**src/rtl/clkdiv_pkg.sv**
```systemverilog
// Shared constants and types for the multi-channel clock divider.
package clkdiv_pkg;

  localparam int CLKDIV_WIDTH = 28;
  localparam int MAX_CHANNELS = 8;

  typedef logic [CLKDIV_WIDTH-1:0] div_t;

  // 32 Hz from a 100 MHz oscillator
  localparam div_t CLKDIV_DEFAULT_DIV = 28'd3125000;

endpackage

```
**src/rtl/clkdiv_channel.sv**
```systemverilog
// One divider channel: counter, shadow/active divisor pair, square wave and tick.
module clkdiv_channel
  import clkdiv_pkg::*;
#(
  parameter int               WIDTH       = CLKDIV_WIDTH,
  parameter logic [WIDTH-1:0] DEFAULT_DIV = CLKDIV_DEFAULT_DIV
) (
  input  logic             clock_in,
  input  logic             reset,
  input  logic             enable,
  input  logic             load,
  input  logic             sync_in,
  input  logic [WIDTH-1:0] divisor_in,
  output logic             clock_out,
  output logic             tick,
  output logic             busy
);

  logic [WIDTH-1:0] counter;
  logic [WIDTH-1:0] active_div;
  logic [WIDTH-1:0] pending_div;
  logic             pending;
  logic             period_end;

  assign period_end = (counter >= active_div - WIDTH'(1));
  assign busy       = pending;

  always_ff @(posedge clock_in) begin
    if (reset) begin
      counter     <= '0;
      active_div  <= DEFAULT_DIV;
      pending_div <= DEFAULT_DIV;
      pending     <= 1'b0;
      clock_out   <= 1'b0;
      tick        <= 1'b0;
    end else begin
      if (load) pending_div <= divisor_in;

      if (sync_in) begin
        // Phase alignment: restart the period with the newest divisor
        counter <= '0;
        tick    <= 1'b0;
        if (pending) begin
          active_div <= pending_div;
          clock_out  <= (pending_div >= WIDTH'(2));
        end else begin
          clock_out  <= (active_div >= WIDTH'(2));
        end
        pending <= load;
      end else if (active_div == '0) begin
        // Stopped channel: a pending divisor takes over without waiting for a boundary
        counter   <= '0;
        clock_out <= 1'b0;
        tick      <= 1'b0;
        if (pending) active_div <= pending_div;
        pending <= load;
      end else if (enable) begin
        clock_out <= (counter < (active_div >> 1));
        if (period_end) begin
          counter <= '0;
          tick    <= 1'b1;
          if (pending) active_div <= pending_div;
          pending <= load;
        end else begin
          counter <= counter + WIDTH'(1);
          tick    <= 1'b0;
          if (load) pending <= 1'b1;
        end
      end else begin
        tick <= 1'b0;
        if (load) pending <= 1'b1;
      end
    end
  end

endmodule

```
**src/rtl/multi_clock_divider.sv**
```systemverilog
// Multi-channel programmable clock divider; CLKDIV_SYNC_EN adds a sync_in phase-align input.
module multi_clock_divider
  import clkdiv_pkg::*;
#(
  parameter int               CHANNELS    = 4,
  parameter int               WIDTH       = CLKDIV_WIDTH,
  parameter logic [WIDTH-1:0] DEFAULT_DIV = CLKDIV_DEFAULT_DIV
) (
  input  logic                clock_in,
  input  logic                reset,
`ifdef CLKDIV_SYNC_EN
  input  logic                sync_in,
`endif
  input  logic [CHANNELS-1:0] enable,
  input  logic [CHANNELS-1:0] load,
  input  logic [WIDTH-1:0]    divisor_in,
  output logic [CHANNELS-1:0] clock_out,
  output logic [CHANNELS-1:0] tick,
  output logic [CHANNELS-1:0] busy
);

  logic sync_int;

`ifdef CLKDIV_SYNC_EN
  assign sync_int = sync_in;
`else
  assign sync_int = 1'b0;
`endif

  for (genvar i = 0; i < CHANNELS; i++) begin : g_ch
    clkdiv_channel #(
      .WIDTH      (WIDTH),
      .DEFAULT_DIV(DEFAULT_DIV)
    ) u_ch (
      .clock_in  (clock_in),
      .reset     (reset),
      .enable    (enable[i]),
      .load      (load[i]),
      .sync_in   (sync_int),
      .divisor_in(divisor_in),
      .clock_out (clock_out[i]),
      .tick      (tick[i]),
      .busy      (busy[i])
    );
  end

endmodule

```
**config.mk**
```make
export PLATFORM = sky130hd
export DESIGN_NAME = multi_clock_divider
export DESIGN_NICKNAME = d
export VERILOG_FILES = /design/src/rtl/clkdiv_pkg.sv /design/src/rtl/clkdiv_channel.sv /design/src/rtl/multi_clock_divider.sv
export SDC_FILE = /design/constraint.sdc
export NUM_CORES = 1
export LEC_CHECK = 0
export BUFFER_PORTS_ARGS = -buffer_cell sky130_fd_sc_hd__buf_4
export CORE_ASPECT_RATIO = 0.9
export CORE_MARGIN = 2
export CORE_UTILIZATION = 45
export CTS_CLUSTER_DIAMETER = 80
export CTS_CLUSTER_SIZE = 28
export DETAILED_ROUTE_END_ITERATION = 8
export PLACE_DENSITY = 0.7
export SLEW_MARGIN = 20
export SYNTH_ARGS = -nofsm -noshare
export SYNTH_HDL_FRONTEND = slang
export SYNTH_SLANG_ARGS = --single-unit
```
**constraint.sdc**
```tcl
create_clock -name clock_in -period 11.2 [get_ports clock_in]
set_input_delay 1.68 -clock clock_in [delete_from_list [all_inputs] [get_ports clock_in]]
set_output_delay 1.68 -clock clock_in [all_outputs]
set_load 0.01 [all_outputs]
```
==> results.py, run 1 <==
metrics = {
    "synthesis": {
        "syn-num-nets": 2681,
        "total_of_warnings_raised_by_yosys": 0,
        "ys.flop_type": "sky130_fd_sc_hd__dfxtp_1",
        "synth.distinct_cells": 66,
        "async_flop_share_pct": 0,
        "synthCells": 2415,
        "syn_area_sq_mm": 0.0208,
        "postSynthRegisterBits": 348,
        "avgSynthCellArea_sq_um": 8.61,
        "synth.yosys.seq_area_share_pct": 33.5,
        "synth_edf_count": 0,
    },
    "place": {
        "post-place-ws_ns": 5.89,
        "io_buffers": 49,
        "hpwl_mm": 38.8,
        "place.gp.congestion": 0.851,
    },
    "clocking": {
        "cts.repair_timing.setup_buffer_count": 0,
        "cts.root.buffer_cell": "sky130_fd_sc_hd__clkbuf_16",
        "cts_htree_levels": 1,
        "path_clk_slew_ns": 0.11,
        "clk_latency_ns": 0.57,
        "ctsLongestPathBuffers": 3,
        "numCtsBuffers": 23,
        "tritoncts": "built",
        "cts_num_sinks": 348,
        "quantity_of_hold_fixing_buffers_added_after_cts": 0,
        "ctsResizeCount": 0,
    },
    "die": {
        "dieHeight_microns": 208,
        "die_area_sq_mm": 0.0480,
        "initial_core_util_pct": 45.7,
        "die_width_microns": 231,
        "core_area_sq_mm": 0.0456,
        "ios": 50,
        "row_count": 74,
    },
    "global_route": {
        "grt_pass1_vias": 16100,
        "gr-usage-all-layers_pct": 21.1,
        "grt_pass1_wl_mm": 83.8,
        "grt_max_degree": 196,
        "antenna_found_initial": 1,
        "grt-ovfl-total": 0,
    },
    "timing": {
        "timing.final.crit_period_ns": 5.40,
        "grt_setup_unrepaired": "false",
        "fin_setup_tns_ns": 0,
        "worst_clock_skew_ns": 0.0221,
        "finalHoldViolCount": 0,
        "maxClockFrequency_ghz": 0.185,
        "final_worst_path_period_share_pct": 48.2,
        "setup_viol_count_final": 0,
        "slew_headroom_pct": 37.0,
        "timing_worst_slew_pin_value_ns": 0.942,
        "slew_viol_final": 0,
        "postLayoutSetupSlackWorst_ns": 5.80,
    },
    "finish": {
        "most_frequent_standard_cell_in_the_layout_excluding_fill_and_tap_cells": "sky130_fd_sc_hd__dfxtp_1",
        "fill_cells": 4279,
        "area_delta_synth_final_pct": 7.83,
        "drive_above_1_share_pct": 4.64,
        "finish.net_count": 2664,
        "most-common-layout-cells": "348 x sky130_fd_sc_hd__dfxtp_1, 344 x sky130_fd_sc_hd__nor2_1, 228 x sky130_fd_sc_hd__ha_1, 143 x sky130_fd_sc_hd__xnor2_1, 138 x sky130_fd_sc_hd__inv_1",
    },
    "routing": {
        "route.vias.total": 16800,
        "totalWireLength_mm": 51.4,
        "firstDrtPassIters": 5,
        "avgRoutedWirePerCell_microns": 17.0,
        "drt_iter0_drc": 1147,
        "viasPerCell": 5.55,
        "antenna_violating_nets_post_route": 0,
        "remaining_drc_errors": 0,
    },
    "critical_path": {
        "worst_path_maximum_fanout": 28,
        "worstReg2RegStart": "g_ch[2].u_ch.active_div[4]",
        "timing.critical_path.arrival_ns": 5.87,
        "critPathRequiredTime_ns": 11.68,
        "setup.worst_path.class": "register to register",
        "cp-start-kind": "register",
        "capturing_element_type_of_the_critical_path": "register",
        "worst_setup_startpoint": "g_ch[2].u_ch.active_div[4]",
    },
    "min_path": {
        "timing.hold.worst.class": "register to register",
        "hold_start": "g_ch[0].u_ch.active_div[23]",
    },
    "run_status": {
        "outcome": "complete, no violations",
    },
    "power_and_ir_drop": {
        "ir_drop_v": 0.000116,
        "cellPowerDensity_mw_per_mm2": 106,
        "leakage_power_nw": 9.44,
    },
    "run": {
        "timing.max_cap.violations": 0,
    },
}
per-stage QoR:
stage / total power [mW] / utilization [%] / instance area, sq um / cells / hold slack, ns
floorplan: 1.40 / - / 20800 / 2415 / 0.440
global placement: 1.45 / 47.3 / 21500 / 2979 / 0.448
detailed placement: 1.45 / 47.3 / 21600 / 2980 / 0.456
CTS: 2.41 / 49.2 / 22400 / 3020 / 0.478
global route: 2.47 / 49.2 / 22400 / 3021 / 0.489
finish: 2.39 / 49.2 / 22400 / 3022 / 0.477
per-layer routing:
layer	global-route usage, %	wire, microns	up-vias
li1	-	-	8419
met1	30.7	25200	7958
met2	33.0	22700	347
met3	2.38	2250	63
met4	5.54	1220	0
met5	0	0	-
cell families (layout without fill, tap and decap cells):
kind of cell               after synthesis  count (layout)  synth area share (%)
AOI/OAI and AO/OA                      326             326                  10.8
xor gates and xnor gates               194             194                  8.17
adders and majority gates              228             228                  13.7
buffers and inverters                  239             237                  4.91
DFF                                    348             348                  33.5
muxes                                  137             137                  6.59
other                                    0               1                     0
and+or+nand+nor                        943             943                  22.3
synthesized netlist by cell type (4+ instances only):
master / count / area share, %
sky130_fd_sc_hd__o21ai_1: 12 / 0.29
sky130_fd_sc_hd__o31ai_1: 6 / 0.22
sky130_fd_sc_hd__a211oi_1: 27 / 0.97
sky130_fd_sc_hd__mux2i_1: 137 / 6.6
sky130_fd_sc_hd__nand4_1: 75 / 2.3
sky130_fd_sc_hd__ha_1: 228 / 14
sky130_fd_sc_hd__xor2_1: 51 / 2.1
sky130_fd_sc_hd__clkbuf_1: 49 / 0.88
sky130_fd_sc_hd__buf_2: 17 / 0.41
sky130_fd_sc_hd__nand2_1: 126 / 2.3
sky130_fd_sc_hd__or2_1: 4 / 0.12
sky130_fd_sc_hd__inv_2: 4 / 0.072
sky130_fd_sc_hd__nor2b_1: 28 / 0.84
sky130_fd_sc_hd__o21a_1: 8 / 0.29
sky130_fd_sc_hd__and4_1: 9 / 0.38
sky130_fd_sc_hd__buf_4: 13 / 0.47
sky130_fd_sc_hd__nor4_1: 36 / 1.1
sky130_fd_sc_hd__a221oi_1: 19 / 0.80
sky130_fd_sc_hd__a31oi_1: 4 / 0.12
sky130_fd_sc_hd__nor4b_1: 4 / 0.17
sky130_fd_sc_hd__a21oi_1: 81 / 1.9
sky130_fd_sc_hd__o211ai_1: 7 / 0.25
sky130_fd_sc_hd__nor3_1: 80 / 1.9
sky130_fd_sc_hd__inv_1: 138 / 2.5
sky130_fd_sc_hd__xnor2_1: 143 / 6.0
sky130_fd_sc_hd__and2_1: 40 / 1.2
sky130_fd_sc_hd__buf_1: 13 / 0.23
sky130_fd_sc_hd__a211o_1: 52 / 2.2
sky130_fd_sc_hd__dfxtp_1: 348 / 33
sky130_fd_sc_hd__or4_1: 5 / 0.18
sky130_fd_sc_hd__nor4_2: 5 / 0.30
sky130_fd_sc_hd__nor2_1: 344 / 6.2
sky130_fd_sc_hd__a31o_1: 13 / 0.55
sky130_fd_sc_hd__a21o_1: 31 / 1.1
sky130_fd_sc_hd__a21boi_1: 5 / 0.18
sky130_fd_sc_hd__and3_1: 26 / 0.78
sky130_fd_sc_hd__nand2b_1: 75 / 2.3
sky130_fd_sc_hd__o21ai_0: 37 / 0.89
sky130_fd_sc_hd__nand3_1: 64 / 1.5
sky130_fd_sc_hd__or3_1: 12 / 0.36
state kept, by name, summed over array words and instances (netlist names):
name and count:
g_ch.u_ch.counter 112, g_ch.u_ch.active_div 112, g_ch.u_ch.busy 4, g_ch.u_ch.tick 4
g_ch.u_ch.pending_div 112, g_ch.u_ch.clock_out 4
path summary, 6_finish.rpt:
| path | end | slack [ns] | cells past startpoint |
|---|---|---|---|
| min | g_ch[0].u_ch.active_div[23] | 0.48 | 2 |
| min reg2reg | g_ch[0].u_ch.active_div[23] | 0.48 | 2 |
| max | g_ch[2].u_ch.active_div[15] | 5.80 | 15 |
| max reg2reg | g_ch[2].u_ch.active_div[15] | 5.80 | 15 |
report_power, final:
part           switching (mW)  internal, mW  total [mW]
Sequential             0.0205          1.27        1.29
Combinational          0.0817        0.0548       0.137
Clock                   0.532         0.429       0.961
critical path: stages, from the launching register on:
cell                       delay (ns)
sky130_fd_sc_hd__dfxtp_1         0.36
sky130_fd_sc_hd__or4_1           0.60
sky130_fd_sc_hd__or3_1           0.38
sky130_fd_sc_hd__nor2_1          0.24
sky130_fd_sc_hd__nand2_1         0.14
sky130_fd_sc_hd__nor2_1          0.33
sky130_fd_sc_hd__nand2_1         0.12
sky130_fd_sc_hd__xnor2_1         0.16
sky130_fd_sc_hd__ha_1            0.31
sky130_fd_sc_hd__a21oi_1         0.17
sky130_fd_sc_hd__o21ai_1         0.10
sky130_fd_sc_hd__a221oi_1        0.33
sky130_fd_sc_hd__o22a_1          0.29
sky130_fd_sc_hd__nand2_1         0.57
sky130_fd_sc_hd__or2_1           0.78
sky130_fd_sc_hd__a221oi_1        0.41
area by class of cell:
cell class                      count  area [sq um]  area share (%)
Antenna cell                        1          2.50          0.0112
Sequential cell                   348          6970            31.1
Inverter                          142           533            2.38
Timing Repair Buffer               55           472            2.10
Multi-Input combinational cell   1828         12900            57.3
Clock inverter                     16           258            1.15
Clock buffer                       24           589            2.63
Tap cell                          608           761            3.39
Note: power is estimated with default switching activity, not from simulation.
==> inputs of run 2 (changes only) <==
--- a/config.mk
+++ b/config.mk
@@ -12,7 +12,7 @@
 export CTS_CLUSTER_DIAMETER = 80
 export CTS_CLUSTER_SIZE = 28
 export DETAILED_ROUTE_END_ITERATION = 8
-export PLACE_DENSITY = 0.7
+export PLACE_DENSITY = 0.72
 export SLEW_MARGIN = 20
 export SYNTH_ARGS = -nofsm -noshare
 export SYNTH_HDL_FRONTEND = slang
==> constraint.sdc (replaced) <==
create_clock -name clock_in -period 4.8 [get_ports clock_in]
set_input_delay 0.72 -clock clock_in [delete_from_list [all_inputs] [get_ports clock_in]]
set_output_delay 0.72 -clock clock_in [all_outputs]
set_load 0.01 [all_outputs]
==> run 2 against run 1 <==
  * Routed wire length shrank 0.79%
  * Via count grew 0.46%
  * Final cell count grew 0.33%
  * Clock-buffer cell count is the same
  * Clock power grew 130%
  * Sequential power grew 130%
  * Critical path depth is the same
  * Global-route usage shrank 0.092 points
  * Non-clock buffer count grew 11
  * Combinational power grew 130%
  * First-iteration DRC count shrank 1.6%
  * Hold slack lost 0.051 ns
  * Largest cell class unchanged
  * Largest power group unchanged
  * Highest routed layer unchanged
==> results.py, run 2 (synthesis results as in run 1) <==
metrics = {
    "clocking": {
        "ctsLongestPathBuffers": 3,
        "tritoncts": "built",
        "cts_num_sinks": 348,
        "path_clk_slew_ns": 0.10,
        "clk_latency_ns": 0.57,
        "numCtsBuffers": 23,
        "cts.root.buffer_cell": "sky130_fd_sc_hd__clkbuf_16",
        "cts_htree_levels": 1,
    },
    "place": {
        "postPlaceCellArea_sq_mm": 0.0216,
        "hpwl_mm": 38.6,
        "dp_cells": 2990,
        "io_buffers": 49,
        "place.gp.congestion": 0.900,
        "post-place-ws_ns": 0.148,
    },
    "power_and_ir_drop": {
        "sequentialPowerShare_pct": 54.1,
        "power_switching_mw": 1.49,
        "share_comb_of_total_power_pct": 5.6,
        "ir_drop_v": 0.000216,
        "power.share.clock_pct": 40.3,
        "leakage_power_nw": 9.48,
        "internal-power_mw": 4.08,
        "totalPowerFinal_mw": 5.56,
        "cellPowerDensity_mw_per_mm2": 247,
        "swShare_pct": 26.7,
    },
    "critical_path": {
        "worstReg2RegStart": "g_ch[2].u_ch.active_div[4]",
        "capturing_element_type_of_the_critical_path": "register",
        "worst_path_maximum_fanout": 27,
        "critPathRequiredTime_ns": 5.24,
        "reg2reg_setup_slack_ns": 0.33,
        "timing.critical_path.arrival_ns": 4.90,
        "slowest_delay_ns": 0.59,
        "setup.worst_path.class": "register to register",
        "r2r_end": "g_ch[2].u_ch.active_div[1]",
        "family_with_the_most_delay_on_the_worst_path": "simple AND/OR/NAND/NOR gates",
        "critPathCapture": "g_ch[2].u_ch.active_div[1]",
        "r2r_cells": 15,
        "worst_setup_startpoint": "g_ch[2].u_ch.active_div[4]",
        "depth_of_the_critical_timing_path_with_buffers_and_inverters_included": 15,
        "cp-start-kind": "register",
        "critical_path.n_buffers_inverters": 1,
        "path_cells": "or4_1, or3_1, nor2_1, nand2_1, nor2_2, nand4_1, xnor2_1, ha_1, and4_1, a221oi_1, o22a_1, nand2_1, buf_4, nor2_1, o221ai_1",
        "cell_with_the_largest_stage_delay_on_the_worst_path": "sky130_fd_sc_hd__or4_1",
    },
    "timing": {
        "worst_clock_skew_ns": 0.0230,
        "fin_setup_tns_ns": 0,
        "final_worst_path_period_share_pct": 93.1,
        "grt_setup_unrepaired": "false",
        "slew_viol_final": 0,
        "timing_worst_slew_pin_value_ns": 0.848,
        "setup_viol_count_final": 0,
        "postLayoutSetupSlackWorst_ns": 0.333,
        "timing.final.crit_period_ns": 4.47,
        "slew_headroom_pct": 43.4,
        "maxClockFrequency_ghz": 0.224,
        "finalHoldViolCount": 0,
    },
    "finish": {
        "final_cell_area_sq_mm": 0.0225,
        "finish.net_count": 2675,
        "fill_cells": 4260,
        "most-common-layout-cells": "348 x sky130_fd_sc_hd__dfxtp_1, 343 x sky130_fd_sc_hd__nor2_1, 228 x sky130_fd_sc_hd__ha_1, 143 x sky130_fd_sc_hd__xnor2_1, 138 x sky130_fd_sc_hd__inv_1",
        "inserted_diodes": 0,
        "most_frequent_standard_cell_in_the_layout_excluding_fill_and_tap_cells": "sky130_fd_sc_hd__dfxtp_1",
        "biggestRegsByFlops": "g_ch.u_ch.active_div (112), g_ch.u_ch.counter (112), g_ch.u_ch.pending_div (112)",
        "area_delta_synth_final_pct": 8.14,
        "drive_above_1_share_pct": 5.20,
        "filler_free_cell_count_of_the_finished_design": 3032,
    },
    "global_route": {
        "antenna_found_initial": 0,
        "grt_max_degree": 125,
        "grt-ovfl-total": 0,
        "grt_pass1_vias": 16100,
        "grt_pass1_wl_mm": 83.8,
        "gr-usage-all-layers_pct": 21.0,
    },
    "run": {
        "timing.max_cap.violations": 0,
    },
    "routing": {
        "antenna_violating_nets_post_route": 0,
        "viasPerCell": 5.56,
        "avgRoutedWirePerCell_microns": 16.8,
        "remaining_drc_errors": 0,
        "drt_iter0_drc": 1129,
        "route.vias.total": 16900,
        "firstDrtPassIters": 5,
        "totalWireLength_mm": 50.9,
    },
    "die": {
        "die_width_microns": 231,
        "core_area_sq_mm": 0.0456,
        "die_area_sq_mm": 0.0480,
        "dieHeight_microns": 208,
        "ios": 50,
        "initial_core_util_pct": 45.7,
        "row_count": 74,
    },
    "run_status": {
        "outcome": "complete, no violations",
    },
    "min_path": {
        "timing.hold.worst.class": "primary input to register",
    },
}
[run 2: layout make-up]
cell class | count | area (sq um) | share of cell area, %
clock inverter | 16 | 250 | 1.11
clock buffer | 24 | 579 | 2.57
timing repair buffer | 66 | 539 | 2.40
inverter | 142 | 533 | 2.37
multi-input combinational | 1828 | 12900 | 57.2
tap | 608 | 761 | 3.38
sequential | 348 | 6970 | 31.0
[run 2: worst reg2reg max path: stages, from the launching register on]
cell                       delay (ns)
sky130_fd_sc_hd__dfxtp_1         0.35
sky130_fd_sc_hd__or4_1           0.59
sky130_fd_sc_hd__or3_1           0.38
sky130_fd_sc_hd__nor2_1          0.25
sky130_fd_sc_hd__nand2_1         0.15
sky130_fd_sc_hd__nor2_2          0.26
sky130_fd_sc_hd__nand4_1         0.16
sky130_fd_sc_hd__xnor2_1         0.25
sky130_fd_sc_hd__ha_1            0.30
sky130_fd_sc_hd__and4_1          0.21
sky130_fd_sc_hd__a221oi_1        0.37
sky130_fd_sc_hd__o22a_1          0.29
sky130_fd_sc_hd__nand2_1         0.09
sky130_fd_sc_hd__buf_4           0.23
sky130_fd_sc_hd__nor2_1          0.28
sky130_fd_sc_hd__o221ai_1        0.17
[run 2: what timing repair did]
action,CTS,global route
endpoints found under the hold margin,0,0
gates resized for setup,0,5
buffers inserted,0,2
setup endpoints to repair,0,59
hold buffers,0,0
[run 2: stage by stage]
stage               hold slack (ns)  utilization (%)
finish                        0.426             49.4
global route                  0.394             49.4
CTS                           0.408             49.3
detailed placement            0.456             47.5
global placement              0.448             47.5
floorplan                     0.440                -
[run 2: metal layers]
layer / vias to the layer above / GRT usage (%) / wire length, microns
met5: - / 0 / 0
met4: 0 / 5.43 / 1330
met3: 60 / 2.55 / 2400
met2: 359 / 33.8 / 22900
met1: 8021 / 29.7 / 24400
li1: 8425 / - / -
[run 2: power groups by stage]
stage | logic (mW) | clock network, mW | registers (mW)
floorplan | 0.221 | 0 | 3.05
global placement | 0.307 | 0 | 3.07
detailed placement | 0.314 | 0 | 3.07
CTS | 0.315 | 2.30 | 3.01
global route | 0.345 | 2.40 | 3.02
finish | 0.314 | 2.24 | 3.01
[run 2: worst min path at each step]
stage	startpoint	to	cells past startpoint
CTS	divisor_in[16]	g_ch[1].u_ch.pending_div[16]	2
floorplan	g_ch[0].u_ch.pending_div[10]	g_ch[0].u_ch.pending_div[10]	1
global route	divisor_in[16]	g_ch[1].u_ch.pending_div[16]	2
detailed placement	g_ch[0].u_ch.pending_div[9]	g_ch[0].u_ch.pending_div[9]	1
finish	divisor_in[3]	g_ch[1].u_ch.pending_div[3]	2
global placement	g_ch[0].u_ch.pending_div[13]	g_ch[0].u_ch.pending_div[13]	1
